===== config.mk =====
export PLATFORM = sky130hd
export DESIGN_NAME = commit_unit
export DESIGN_NICKNAME = d
export VERILOG_FILES = /design/src/rtl/cpu_design_params.sv /design/src/rtl/retire_rat.sv /design/src/rtl/commit_unit.sv
export SDC_FILE = /design/constraint.sdc
export NUM_CORES = 1
export LEC_CHECK = 0
export BUFFER_PORTS_ARGS = -buffer_cell sky130_fd_sc_hd__buf_2
export CAP_MARGIN = 20
export CORE_AREA = 2 2 169 171
export DETAILED_ROUTE_END_ITERATION = 8
export DIE_AREA = 0 0 171 173
export GPL_TIMING_DRIVEN = 1
export MAX_ROUTING_LAYER = met4
export PLACE_DENSITY_LB_ADDON = 0.08
export SLEW_MARGIN = 20
export SYNTH_ARGS = -nofsm -noshare
export SYNTH_HDL_FRONTEND = slang
export SYNTH_SLANG_ARGS = --single-unit
export TNS_END_PERCENT = 30

===== constraint.sdc =====
create_clock -name clk -period 5.75 [get_ports clk]
set_input_delay 0.8625 -clock clk [delete_from_list [all_inputs] [get_ports clk]]
set_output_delay 0.8625 -clock clk [all_outputs]
set_load 0.005 [all_outputs]

===== src/rtl/cpu_design_params.sv =====
`default_nettype none
// +----------------------------------------------------------------------------+
// | Package  : cpu_design_params                                               |
// | Brief    : Shared core sizing constants and types (ROB, rename, commit).   |
// | Revision : 1.0 - initial release                                           |
// +----------------------------------------------------------------------------+
package cpu_design_params;

    localparam int NUM_A_REGS = 32;
    localparam int ROB_SIZE   = 16;
    localparam int NUM_P_REGS = 48;

    typedef logic [31:0]                     pc_t;
    typedef logic [$clog2(NUM_P_REGS)-1:0]   prn_t;
    typedef logic [$clog2(NUM_A_REGS)-1:0]   arn_t;
    typedef logic [$clog2(ROB_SIZE)-1:0]     rob_idx_t;
    typedef logic [$clog2(ROB_SIZE)-1:0]     hist_ptr_t;

    typedef arn_t rrat_idx_t;

    typedef struct packed {
        logic      valid;
        logic      done;
        logic      exception;
        logic      writes_rd;
        arn_t      rd_arch;
        prn_t      p_new;
        prn_t      p_old;
        pc_t       pc;
        hist_ptr_t hist_ptr;
    } rob_data_t;

    typedef enum logic [1:0] {
        ST_RUN     = 2'd0,
        ST_FLUSH   = 2'd1,
        ST_RESTORE = 2'd2
    } commit_state_t;

endpackage

`default_nettype wire


===== src/rtl/retire_rat.sv =====
`default_nettype none
// +----------------------------------------------------------------------------+
// | Module   : retire_rat                                                      |
// | Brief    : Retirement RAT, identity reset, 1 sync write, 1 comb read.      |
// | Revision : 1.0 - initial release                                           |
// +----------------------------------------------------------------------------+
module retire_rat
    import cpu_design_params::*;
(
    input  logic      clk,
    input  logic      rst_n,
    input  logic      we,
    input  rrat_idx_t waddr,
    input  prn_t      wdata,
    input  rrat_idx_t raddr,
    output prn_t      rdata
);

    prn_t r_map [NUM_A_REGS];

    generate
        for (genvar gi = 0; gi < NUM_A_REGS; gi++) begin : g_entry
            always_ff @(posedge clk or negedge rst_n) begin
                if (!rst_n) begin
                    r_map[gi] <= prn_t'(gi);
                end else if (we && (waddr == rrat_idx_t'(gi))) begin
                    r_map[gi] <= wdata;
                end
            end
        end
    endgenerate

    assign rdata = r_map[raddr];

endmodule

`default_nettype wire


===== src/rtl/commit_unit.sv =====
`default_nettype none
// +----------------------------------------------------------------------------+
// | Module   : commit_unit                                                     |
// | Brief    : In-order retire, RRAT update, free-list push, flush + restore.  |
// | Revision : 1.0 - initial release                                           |
// +----------------------------------------------------------------------------+
module commit_unit
    import cpu_design_params::*;
(
    input  logic      clk,
    input  logic      rst_n,
    input  logic      rob_head_valid,
    input  rob_data_t rob_head,
    output logic      rob_pop,
    output logic      fl_push_valid,
    output prn_t      fl_push_prn,
    input  logic      fl_push_ready,
    output logic      flush,
    output pc_t       flush_pc,
    output hist_ptr_t flush_hist_ptr,
    output logic      rat_restore_valid,
    output arn_t      rat_restore_arch,
    output prn_t      rat_restore_prn,
    output logic      restore_done
);

    localparam logic [1:0] c_ST_RUN     = ST_RUN;
    localparam logic [1:0] c_ST_FLUSH   = ST_FLUSH;
    localparam logic [1:0] c_ST_RESTORE = ST_RESTORE;
    localparam arn_t       c_LAST_IDX   = arn_t'(NUM_A_REGS - 1);

    logic [1:0] r_state;
    rrat_idx_t  r_idx;
    pc_t        r_flush_pc;
    hist_ptr_t  r_flush_hist_ptr;
    logic       r_restore_done;

    logic       w_run;
    logic       w_head_done;
    logic       w_exc;
    logic       w_retire;
    logic       w_rrat_we;
    prn_t       w_rrat_rdata;

    assign w_run       = (r_state == c_ST_RUN);
    assign w_head_done = rob_head_valid & rob_head.valid & rob_head.done;
    // Exception wins over writes_rd / fl_push_ready: the faulting entry never retires.
    assign w_exc       = w_run & w_head_done & rob_head.exception;
    assign w_retire    = w_run & w_head_done & ~rob_head.exception &
                         (~rob_head.writes_rd | fl_push_ready);
    assign w_rrat_we   = w_retire & rob_head.writes_rd;

    retire_rat u_retire_rat (
        .clk   (clk),
        .rst_n (rst_n),
        .we    (w_rrat_we),
        .waddr (rob_head.rd_arch),
        .wdata (rob_head.p_new),
        .raddr (r_idx),
        .rdata (w_rrat_rdata)
    );

    always_ff @(posedge clk or negedge rst_n) begin
        if (!rst_n) begin
            r_state          <= c_ST_RUN;
            r_idx            <= '0;
            r_flush_pc       <= '0;
            r_flush_hist_ptr <= '0;
            r_restore_done   <= 1'b0;
        end else begin
            r_restore_done <= 1'b0;
            case (r_state)
                c_ST_RUN: begin
                    if (w_exc) begin
                        r_flush_pc       <= rob_head.pc;
                        r_flush_hist_ptr <= rob_head.hist_ptr;
                        r_state          <= c_ST_FLUSH;
                    end
                end
                c_ST_FLUSH: begin
                    r_idx   <= '0;
                    r_state <= c_ST_RESTORE;
                end
                c_ST_RESTORE: begin
                    r_idx <= r_idx + 1'b1;
                    if (r_idx == c_LAST_IDX) begin
                        r_state        <= c_ST_RUN;
                        r_restore_done <= 1'b1;
                    end
                end
                default: r_state <= c_ST_RUN;
            endcase
        end
    end

    assign rob_pop           = w_retire;
    assign fl_push_valid     = w_rrat_we;
    assign fl_push_prn       = w_rrat_we ? rob_head.p_old : '0;
    assign flush             = (r_state == c_ST_FLUSH);
    assign flush_pc          = r_flush_pc;
    assign flush_hist_ptr    = r_flush_hist_ptr;
    assign rat_restore_valid = (r_state == c_ST_RESTORE);
    assign rat_restore_arch  = rat_restore_valid ? r_idx : '0;
    assign rat_restore_prn   = rat_restore_valid ? w_rrat_rdata : '0;
    assign restore_done      = r_restore_done;

endmodule

`default_nettype wire


After elaboration in Yosys (flattened, before gate mapping)
Index checks and enable logic that the tools add are counted.
{"block": "word_totals", "ff_bits": 236, "inputBits": 61, "out_inout_bits": 58, "elab_cells": 135}
{"block": "op_classes", "addsub": 1, "n_lt_le_gt_ge": 1, "n_eq_ne": 36, "mux": 12, "bitwise_logic": 11, "n_reduce_logical": 37}
{"cell": "$eq 5x5->1 const B", "count": 17}
{"cell": "$eq 5x4->1 const B", "count": 8}
{"cell": "$logic_and 1x1->1", "count": 32}
{"cell": "$bmux 6 s5", "count": 1}
{"cell": "$mux 6", "count": 4}
{"cell": "$eq 5x3->1 const B", "count": 4}
{"cell": "$eq 5x2->1 const B", "count": 2}
{"cell": "$pmux 5 s2", "count": 1}
{"cell": "$and 1x1->1", "count": 7}
{"cell": "$ge 6x6->1 const B", "count": 1}
{"cell": "$not 5->6", "count": 1}
{"cell": "$pmux 2 s3", "count": 1}
{"cell": "$add 5x1->5 const B", "count": 1}
{"cell": "$eq 5x1->1 const B", "count": 1}
{"cell": "$logic_not 5->1", "count": 1}
{"cell": "$mux 5", "count": 1}
{"cell": "$mux 2", "count": 2}
{"cell": "$ne 2x1->1 const B", "count": 2}
{"cell": "$reduce_and 2->1", "count": 2}
{"cell": "$eq 2x1->1 const B", "count": 1}
{"cell": "$eq 2x2->1 const B", "count": 1}
{"cell": "$logic_not 2->1", "count": 1}
{"cell": "$mux 1", "count": 2}
{"cell": "$not 1->1", "count": 2}
{"cell": "2 further kinds", "count": 2}

Depth between registers and ports, before layout
Gate-level depths: netlist (run 1).
{"block": "logic_depth", "ltp_word": 7, "ltp_mapped": 8, "depth_no_buf": 6}

Cells and area by module
Synthesis (run 1) repeated with hierarchy kept, for this count alone.
{"block": "unflattened", "hier_cells": 681, "area_unflattened_um2": 11020.6}
{"mod": "retire_rat", "instances": 1, "cells_per_inst": 541, "area_per_inst_um2": 8957.3, "seq_area_each_um2": 4904.7}
{"mod": "commit_unit", "instances": 1, "cells_per_inst": 140, "area_per_inst_um2": 2063.2, "seq_area_each_um2": 1101.1}

Worst setup path after synthesis (run 1)
OpenSTA, ideal clock, no wires.
{"block": "synth_timing", "kind": "register to output", "start": "register r_idx[0] (netlist name)", "end": "output port rat_restore_prn[0]", "t_arrival_ns": 1.720, "required_ns": 4.888, "path_slack_ns": 3.168, "path_stages_with_launch": 6, "path_buffers": 2, "path_cell_list": "dfrtp_1 > buf_6 > buf_2 > mux4_2 > a221oi_1 > o22ai_1"}
{"block": "synth_between", "elab_chain_cells": 5}
{"item": "from (decl)", "line": "commit_unit.sv:33", "text": "rrat_idx_t r_idx;"}
{"item": "from (signal assigned)", "line": "commit_unit.sv:85", "text": "r_idx <= r_idx + 1'b1;"}
{"item": "$not 5->6 (not written as such)", "line": "retire_rat.sv:33", "text": "assign rdata = r_map[raddr];"}
{"item": "$bmux 6 s5", "line": "retire_rat.sv:33"}
{"item": "$mux 6 (not written as such) (2 in series)", "line": "retire_rat.sv:33"}
{"item": "$mux 6", "line": "commit_unit.sv:104", "text": "assign rat_restore_prn = rat_restore_valid ? w_rrat_rdata : '0;"}
{"item": "to (decl)", "line": "commit_unit.sv:23", "text": "output prn_t rat_restore_prn,"}
Every way passes these cells. The select of a mux whose other input is x is not followed.

Worst setup path after layout (run 1)
{"block": "layout_timing", "start": "register r_idx[1] (netlist name)", "end": "output port rat_restore_prn[5]"}
Same word-level chain as after synthesis.

==> results of run 1 <==
-- kinds of logic after synthesis --
kind of cell               count (synthesis)  synth area share
DFF                                      236             0.550
AOI/OAI and AO/OA                         49            0.0340
adders and majority gates                  6           0.00687
buffers and inverters                     53            0.0235
muxes                                    291             0.334
and+or+nand+nor                           88            0.0517
-- routing by layer --
layer	vias up	share of wire
li1	2898	-
met1	3425	0.46
met2	154	0.48
met3	37	0.042
met4	0	0.017
met5	-	0
-- sequential cells by signal, summed over array words and instances (netlist names) --
register / count
restore_done: 1
flush_hist_ptr: 4
r_state: 2
u_retire_rat.r_map: 192
flush_pc: 32
r_idx: 5
-- placed cells by master (no fill, tap or decap), types with 2 or more instances in the layout --
master / count
dfrtp_1: 155
and2_1: 12
nand3_1: 7
mux2_2: 224
dfstp_2: 80
a31oi_1: 6
a22oi_1: 12
nor2b_1: 5
buf_4: 2
clkbuf_16: 29
mux4_2: 36
nor2_2: 6
mux2_1: 6
inv_1: 6
nor3b_4: 2
nand2_1: 8
buf_2: 117
nand3b_1: 2
clkbuf_8: 7
ha_1: 6
and3_1: 4
a22o_1: 13
nand4b_1: 2
clkinv_2: 6
o22ai_1: 6
mux2i_1: 25
and3b_1: 2
o21ai_0: 5
a221oi_1: 5
clkbuf_1: 10
nor3b_1: 2
nor2_1: 21
or2_1: 2
nand4_1: 3
nand3b_4: 2
-- layout make-up --
cell class	instances	area, sq um	share of cell area
flip-flops and latches	236	6010	0.472
multi-input cells	434	4660	0.367
clock buffers	46	860	0.0676
repair buffers	122	663	0.0521
well taps	378	473	0.0372
clock inverters	6	30.0	0.00236
inverters	6	22.5	0.00177
-- power by group through the flow --
stage,clock network (W),registers (W),logic [W]
global placement,0,0.00197,0.000638
floorplan,0,0.00193,0.000420
CTS,0.00173,0.00195,0.000653
global route,0.00180,0.00198,0.000704
finish,0.00168,0.00195,0.000642
detailed placement,0,0.00197,0.000652
-- worst max-delay path: stages (launching register included) --
cell      delay [ps]
dfrtp_1          730
buf_4            520
mux4_2           380
a22o_1           250
a221oi_1         390
o22ai_1          180
buf_2            150
-- per-stage QoR --
| step | total power [W] | std cells | utilization |
|---|---|---|---|
| 4_1_cts | 0.00434 | 1227 | 0.459 |
| 5_1_grt | 0.00448 | 1228 | 0.460 |
| 6_report | 0.00427 | 1228 | 0.460 |
| 3_5_place_dp | 0.00263 | 1175 | 0.427 |
| 2_1_floorplan | 0.00235 | 723 | - |
| 3_3_place_gp | 0.00261 | 1175 | 0.427 |
-- final timing paths --
path | startpoint | cells past startpoint | slack (ps) | end
max | r_idx[1]$_DFFE_PN0P_ | 6 | 1720 | rat_restore_prn[5]
min reg2reg | u_retire_rat.r_map[166]$_DFFE_PN0P_ | 1 | 490 | u_retire_rat.r_map[166]$_DFFE_PN0P_
min | rst_n | 1 | 260 | u_retire_rat.r_map[26]$_DFFE_PN0P_
min in group clk | u_retire_rat.r_map[166]$_DFFE_PN0P_ | 1 | 490 | u_retire_rat.r_map[166]$_DFFE_PN0P_
max reg2reg | r_state[1]$_DFFE_PN0P_ | 6 | 2960 | u_retire_rat.r_map[41]$_DFFE_PN0P_
max in group asynchronous | rst_n | 2 | 4550 | u_retire_rat.r_map[68]$_DFFE_PN1P_
==> flow_summary.toml, run 1 <==
[clock_network]
clk_pin_slew_ps = 60
tritoncts = "yes"
clock_sinks = 236
insertion_delay_ps = 540
clockBufferDepth = 3
postCtsHoldBufs = 0
cts_buffers = 28
postCtsSetupBuffers = 0
cts_resized = 0
root_buffer = "clkbuf_16"
h-tree-depth = 1

[power_and_ir_drop]
swShare = 0.257
seqPwrFrac = 0.457
ir_worst_vdd_mv = 0.232
power.share.clock = 0.393
combinationalPowerShare = 0.150
leakage_nw = 5.81
p_int_w = 0.00317
netSwitchingPower_w = 0.00110
p_per_area_nw_per_um2 = 335

[synth]
syn_avg_cell_area_sq_um = 15.1
ys_ff_latch = 236
yosys_most_used_dff = "dfrtp_1"
synth_edf_count = 0
netlist_area_sq_um = 10900
synthTopCellsByCount = "224 x mux2_2, 156 x dfrtp_1, 80 x dfstp_2"
netlist.area_leader.share = 0.357
seq_area_frac_synth = 0.550
yosysTopAreaCell = "dfrtp_1"
synth_warnings = 0
yosysMostFrequentCell = "mux2_2"
syn_inst = 723
netlist-cell-type-count = 43
ys_async_sr_fraction = 1.00
syn_nets = 790
ys_top_cells_by_area = "dfrtp_1 36%, mux2_2 23%, dfstp_2 19%"

[global_routing]
grt.busiest_layer = "met2"
grtUsageMet3 = 0.0291
grtUsageTotal = 0.189
grt_pass1_vias = 7109
use_met1 = 0.262
grt_pass1_wl_mm = 41.6
use_met2 = 0.295
grt_max_degree = 137
overflow = 0
antenna_found_initial = 0

[sta]
whs_ps = 262
tns_ps = 0
period_needed_ps = 4030
maxSlewHeadroom = 0.301
grt_setup_unrepaired = "false"
setup_slack_ps = 1720
hold_viol = 0
slew_viol_final = 0
tightestPinTransition_ps = 1050
fmax_ghz = 0.248
fin_crit_sh = 0.700
setup_viol = 0
skew_ps = 12.2

[drt]
wire_per_inst_microns = 21.7
dr.pass1.iters = 6
dr_total_vias = 6514
initialDrtViolationCount = 338
antenna_left = 0
drc_errors = 0
wirelength_mm = 26.7
viasPerCell = 5.30

[setup_path]
cp.required_ps = 4890
cp_max_fo = 30
critPathLaunchType = "flop"
cp-end-kind = "output port"
arrival_ps = 3160
crit_type = "flop to output port"

[layout]
synthToLayoutAreaGrowth_pct = 16.5
num-nets-final = 895
fillers = 2468
n_antenna_cell = 0
drive_gt1_frac = 0.613
final_cell_area_sq_um = 12700

[place]
port-buffer-count = 118
place_congestion = 0.813
dp_hpwl_mm = 17.7
postPlaceCellArea_sq_um = 11800
post-place-ws_ps = 2150

[floorplanning]
num_rows = 61
core_sq_um = 27600
dieArea_sq_um = 29600
dieHeight_microns = 173
die_x_microns = 171
ioPinCount = 119
start_util = 0.395

[flow_run]
drv_cap = 0

[min_path]
hold_path_class = "input port to async pin"

[outcome]
status = "complete, no violations"
(Power assumes the default switching activity.)
==> run 2, diff against run 1 <==
ABC_AREA = 1   (was not set)
CORE_AREA = 2 2 176 178   (was 2 2 169 171)
DIE_AREA = 0 0 178 180   (was 0 0 171 173)
clock period = 3.4 ns   (was 5.75 ns; I/O delays follow)
==> run 2 against run 1 <==
  * Sequential share of layout area decreased by 3.4 points
  * Area after synthesis increased by 8.9%
  * Total power increased by 95%
  * Count of clock-buffer cells in the layout decreased by 1
  * Combinational power increased to 3.2 times the previous value
  * Sequential cell count unchanged
  * Hold slack got worse by 110 ps
  * Non-clock buffer count increased by 19
  * Critical path depth increased by 5
  * Synthesized cell count increased by 120%
  * Cell count increased by 69%
  * Critical path type unchanged
  * Largest cell class unchanged
==> flow_summary.toml, run 2 <==
[synth]
ys_ff_latch = 236
netlist_area_sq_um = 11900
synthTopCellsByCount = "671 x nand2_1, 196 x inv_1, 158 x o21ai_0"
seq_area_frac_synth = 0.505
syn_avg_cell_area_sq_um = 7.50
synth_edf_count = 0
synth_compound_gate_area_share = 0.0916
yosys.area_share.simple = 0.291
syn_nets = 1653
synth_xor_area_frac = 0.000736
syn_inst = 1586
synth_top_family_by_area = "simple AND/OR/NAND/NOR gates"
yosysTopAreaCell = "dfrtp_1"
synth_fa_ha_area_frac = 0.00631
synthMuxAreaShare = 0
ys_async_sr_fraction = 1.00
synth_warnings = 0
yosys_most_used_dff = "dfrtp_1"
yosysMostFrequentCell = "nand2_1"
ys_top_cells_by_area = "dfrtp_1 33%, nand2_1 21%, dfstp_2 18%"
netlist.area_leader.share = 0.328
netlist-cell-type-count = 25

[drt]
wirelength_mm = 33.6
drc_errors = 0
wl_met1_mm = 16.6
dr_total_vias = 9885
viasPerCell = 4.76
antenna_left = 0
dr_wl_met2_mm = 14.6
dr.pass1.iters = 5
route.top_layer_used = "met4"
wl_met3_mm = 1.61
wire_per_inst_microns = 16.2
initialDrtViolationCount = 774

[power_and_ir_drop]
p_per_area_nw_per_um2 = 609
ir_worst_vdd_mv = 0.382
leakage_nw = 6.65
total_power_w = 0.00834

[layout]
final_cell_area_sq_um = 13700
num-nets-final = 1724
fillers = 3093
layout_commonest_cell = "nand2_1"
stdcell_count = 2076
multi_input_area_sq_um = 4640
n_antenna_cell = 0
regMostFlops = "u_retire_rat.r_map"
largest_register_ffs = 192
synthToLayoutAreaGrowth_pct = 15.1
final-seq-area_sq_um = 6010
drive_gt1_frac = 0.186
final_cell_mix = "671 x nand2_1, 194 x inv_1, 158 x o21ai_0, 154 x dfrtp_1, 119 x nand3_1"

[sta]
slew_viol_final = 0
maxSlewHeadroom = 0.289
setup_slack_ps = 311
tns_ps = 0
fin_crit_sh = 0.909
setup_viol = 0
period_needed_ps = 3090
hold_viol = 0
fmax_ghz = 0.324
grt_setup_unrepaired = "false"
tightestPinTransition_ps = 1070
skew_ps = 7.82

[floorplanning]
dieHeight_microns = 180
ioPinCount = 119
dieArea_sq_um = 32000
num_rows = 64
core_sq_um = 30200
die_x_microns = 178
start_util = 0.394

[global_routing]
antenna_found_initial = 0
grt_pass1_vias = 9716
grt_max_degree = 100
grt_pass1_wl_mm = 55.2
overflow = 0
grtUsageTotal = 0.224

[place]
port-buffer-count = 118
place_congestion = 0.825
placed_cells = 2021
postPlaceCellArea_sq_um = 12700
dp_hpwl_mm = 22.1
post-place-ws_ps = 885

[clock_network]
insertion_delay_ps = 550
root_buffer = "clkbuf_16"
h-tree-depth = 1
clockBufferDepth = 3
clock_sinks = 236
tritoncts = "yes"
clk_pin_slew_ps = 60
cts_buffers = 29
postCtsSetupBuffers = 0

[setup_path]
crit_path_start = "r_idx[1]$_DFFE_PN0P_"
r2r-start = "r_state[1]$_DFFE_PN0P_"
arrival_ps = 2580
worstSetupEndpoint = "rat_restore_prn[2]"
worstReg2RegEnd = "u_retire_rat.r_map[44]$_DFFE_PN0P_"
reg2reg_slack_ps = 1250
crit_type = "flop to output port"
cp.required_ps = 2890
critPathLaunchType = "flop"
cp_max_fo = 50
cp-end-kind = "output port"
reg2reg_depth = 7

[min_path]
hold_path_class = "input port to flop"

[flow_run]
drv_cap = 0

[outcome]
status = "complete, no violations"
run 2: changes by cell type after synthesis, sizes merged, moves of 25 or more:
cell,previous run,this run
nand2,9,671
mux2,230,0
inv,6,199
o21ai,5,198
nand3,8,131
mux4,36,0
clkbuf,28,57
buf,19,44
mux2i,25,0
run 2: timing repair:
item | CTS | global route
hold endpoints to repair | 18 | 0
resized for setup | 0 | 0
hold buffers | 1 | 0
run 2: how the worst min path moves through the flow:
stage / start / to / slack, ps / cells after the start
after floorplan: rst_n / flush_hist_ptr[0]$_DFFE_PN0P_ / 210 / 0
after global placement: flush_pc[23]$_DFFE_PN0P_ / flush_pc[23]$_DFFE_PN0P_ / 450 / 2
after detailed placement: flush_pc[23]$_DFFE_PN0P_ / flush_pc[23]$_DFFE_PN0P_ / 450 / 2
after CTS: rob_head[18] / flush_pc[14]$_DFFE_PN0P_ / 130 / 3
after global routing: rob_head[34] / flush_pc[30]$_DFFE_PN0P_ / 150 / 3
final: rob_head[18] / flush_pc[14]$_DFFE_PN0P_ / 150 / 3
run 2: stage by stage:
stage	hold slack, ps	util
6_report	153	0.454
5_1_grt	151	0.454
4_1_cts	129	0.454
3_5_place_dp	454	0.422
3_3_place_gp	449	0.422
2_1_floorplan	214	-
run 2: per-layer routing:
layer / track usage / vias up
met5: - / -
li1: - / 4997
met2: 0.327 / 210
met4: 0.0587 / 0
met3: 0.0271 / 53
met1: 0.329 / 4625
run 2: power by group:
part           internal, W  switching (W)  leakage [nW]
Clock              0.00184        0.00121         0.473
Combinational     0.000657        0.00137          3.23
Sequential         0.00309       0.000176          2.95
run 2: final cells by class:
class / instances / area share
sequential: 236 / 0.439
multi-input combinational: 1050 / 0.339
clock buffer: 45 / 0.0640
timing repair buffer: 141 / 0.0621
inverter: 199 / 0.0546
tap: 396 / 0.0362
clock inverter: 9 / 0.00557
run 2: logic make-up after synthesis:
logic type,count (synthesis)
buffers and inverters,300
adder cells (fa/ha/maj),6
XOR/XNOR,1
AND/OR/NAND/NOR,844
flip-flops,236
AO/OA/AOI/OAI,199
run 2: critical path: stages, from the launching register on:
cell,delay (ps)
dfrtp_2,880
inv_2,100
buf_12,220
nand3_1,110
nand2_1,100
nand2_1,100
nand2_1,60
inv_1,60
nand2_1,50
nand2_1,50
nand2_1,120
buf_2,160
==> run 3, diff against run 2 <==
CORE_AREA = 2 2 134 234   (was 2 2 176 178)
DIE_AREA = 0 0 136 236   (was 0 0 178 180)
==> run 3 against run 2 <==
  * Critical path depth fell by 4
  * Combinational power is 3% higher
  * Sequential power barely moved
  * Count of clock-buffer cells in the layout shrank 7
  * Maximum frequency increased by 2.3%
  * Critical path type unchanged
==> flow_summary.toml, run 3 (synthesis results as in run 2) <==
[clock_network]
root_buffer = "clkbuf_16"
clockBufferDepth = 3
h-tree-depth = 1
cts_resized = 0
tritoncts = "yes"
postCtsHoldBufs = 1
clock_sinks = 236
insertion_delay_ps = 530
postCtsSetupBuffers = 0
cts_buffers = 25
clk_pin_slew_ps = 60

[setup_path]
crit_type = "flop to output port"
path_common_cell = "inv_1"
crit_chain = "inv_1 -> ha_1 -> nand4_2 -> nor3_4 -> inv_1 -> nor2_1 -> buf_2"
path_buf_inv = 3
cp-end-kind = "output port"
critPathMaxStageDelay_ps = 600
arrival_ps = 2510
cp_max_fo = 13
slowest_stage = "nor3_4"
critPathTopFamily = "simple AND/OR/NAND/NOR gates"
critPathLaunchType = "flop"
cp.required_ps = 2890

[sta]
setup_viol = 0
tightestPinTransition_ps = 906
skew_ps = 9.47
grt_setup_unrepaired = "false"
period_needed_ps = 3020
maxSlewHeadroom = 0.395
fmax_ghz = 0.331
slew_viol_final = 0
fin_crit_sh = 0.888
tns_ps = 0
whs_ps = 178
setup_slack_ps = 381
hold_viol = 0

[drt]
viasPerCell = 4.82
drc_errors = 0
wire_per_inst_microns = 17.0
dr_total_vias = 9943
dr.pass1.iters = 5
initialDrtViolationCount = 555
wirelength_mm = 35.1
antenna_left = 0

[place]
port-buffer-count = 118
place_congestion = 0.965
dp_hpwl_mm = 24.0
post-place-ws_ps = 892

[floorplanning]
core_sq_um = 30400
num_rows = 85
dieArea_sq_um = 32100
ioPinCount = 119
die_x_microns = 136
dieHeight_microns = 236
start_util = 0.391

[global_routing]
grt_pass1_wl_mm = 56.2
grt_max_degree = 100
overflow = 0
grtUsageTotal = 0.233
antenna_found_initial = 1
grt_pass1_vias = 9976

[power_and_ir_drop]
swShare = 0.342
combinationalPowerShare = 0.262
seqPwrFrac = 0.407
p_int_w = 0.00527
leakage_nw = 6.59
ir_worst_vdd_mv = 0.368
power.share.clock = 0.332
p_per_area_nw_per_um2 = 592
netSwitchingPower_w = 0.00274

[layout]
fillers = 3223
drive_gt1_frac = 0.181
final_cell_mix = "671 x nand2_1, 196 x inv_1, 158 x o21ai_0, 154 x dfrtp_1, 119 x nand3_1"
num-nets-final = 1724
regMostFlops = "u_retire_rat.r_map"
synthToLayoutAreaGrowth_pct = 13.7
n_antenna_cell = 0
layout_commonest_cell = "nand2_1"
largest_register_ffs = 192

[flow_run]
drv_cap = 0

[outcome]
status = "complete, no violations"

[min_path]
hold_path_class = "input port to flop"
## run 3: worst reg2reg max path: stages (launching register included)
cell and delay, ps:
dfrtp_1 390, inv_1 110, ha_1 190, nand4_2 190
nor3_4 610, buf_12 250, nand3_2 320, nand2_1 200
o21ai_2 60
## run 3: power groups by stage
stage / sequential, W / clock [W] / combinational [W]
6_report: 0.00325 / 0.00265 / 0.00210
5_1_grt: 0.00329 / 0.00282 / 0.00236
4_1_cts: 0.00326 / 0.00274 / 0.00213
3_5_place_dp: 0.00329 / 0 / 0.00213
3_3_place_gp: 0.00329 / 0 / 0.00212
2_1_floorplan: 0.00327 / 0 / 0.00123
## run 3: area by class of cell
cell class	instances	area, sq um	area share
inverter	199	747	0.0552
sequential	236	6010	0.444
clock buffer	38	714	0.0528
clock inverter	5	50.0	0.00370
timing repair buffer	145	881	0.0651
tap	391	489	0.0362
multi-input combinational	1050	4640	0.343
## run 3: path summary, 6_finish.rpt
kind / startpoint / to / slack (ps) / depth (start not counted)
setup / recovery: r_state[0]$_DFFE_PN0P_ / fl_push_prn[3] / 380 / 7
setup reg to reg: r_state[0]$_DFFE_PN0P_ / u_retire_rat.r_map[160]$_DFFE_PN0P_ / 950 / 8
min in group asynchronous: rst_n / flush_pc[11]$_DFFE_PN0P_ / 530 / 2
hold reg to reg: flush_pc[8]$_DFFE_PN0P_ / flush_pc[8]$_DFFE_PN0P_ / 460 / 2
hold / removal: rob_head[8] / flush_pc[4]$_DFFE_PN0P_ / 180 / 3
max in group asynchronous: rst_n / u_retire_rat.r_map[62]$_DFFE_PN1P_ / 2010 / 3
## run 3: stage by stage
stage | utilization | instance area (sq um) | total power [W] | instances
finish | 0.445 | 13500 | 0.00800 | 2064
detailed placement | 0.419 | 12800 | 0.00542 | 2020
floorplan | - | 11900 | 0.00450 | 1586
global route | 0.445 | 13500 | 0.00847 | 2064
CTS | 0.445 | 13500 | 0.00812 | 2064
global placement | 0.419 | 12800 | 0.00541 | 2020
## run 3: per-layer routing
layer	wire length, microns	vias to the layer above	global-route usage
li1	-	4988	-
met1	14400	4639	0.279
met2	17800	243	0.395
met3	1220	73	0.0191
met4	1690	0	0.105
met5	0	-	-
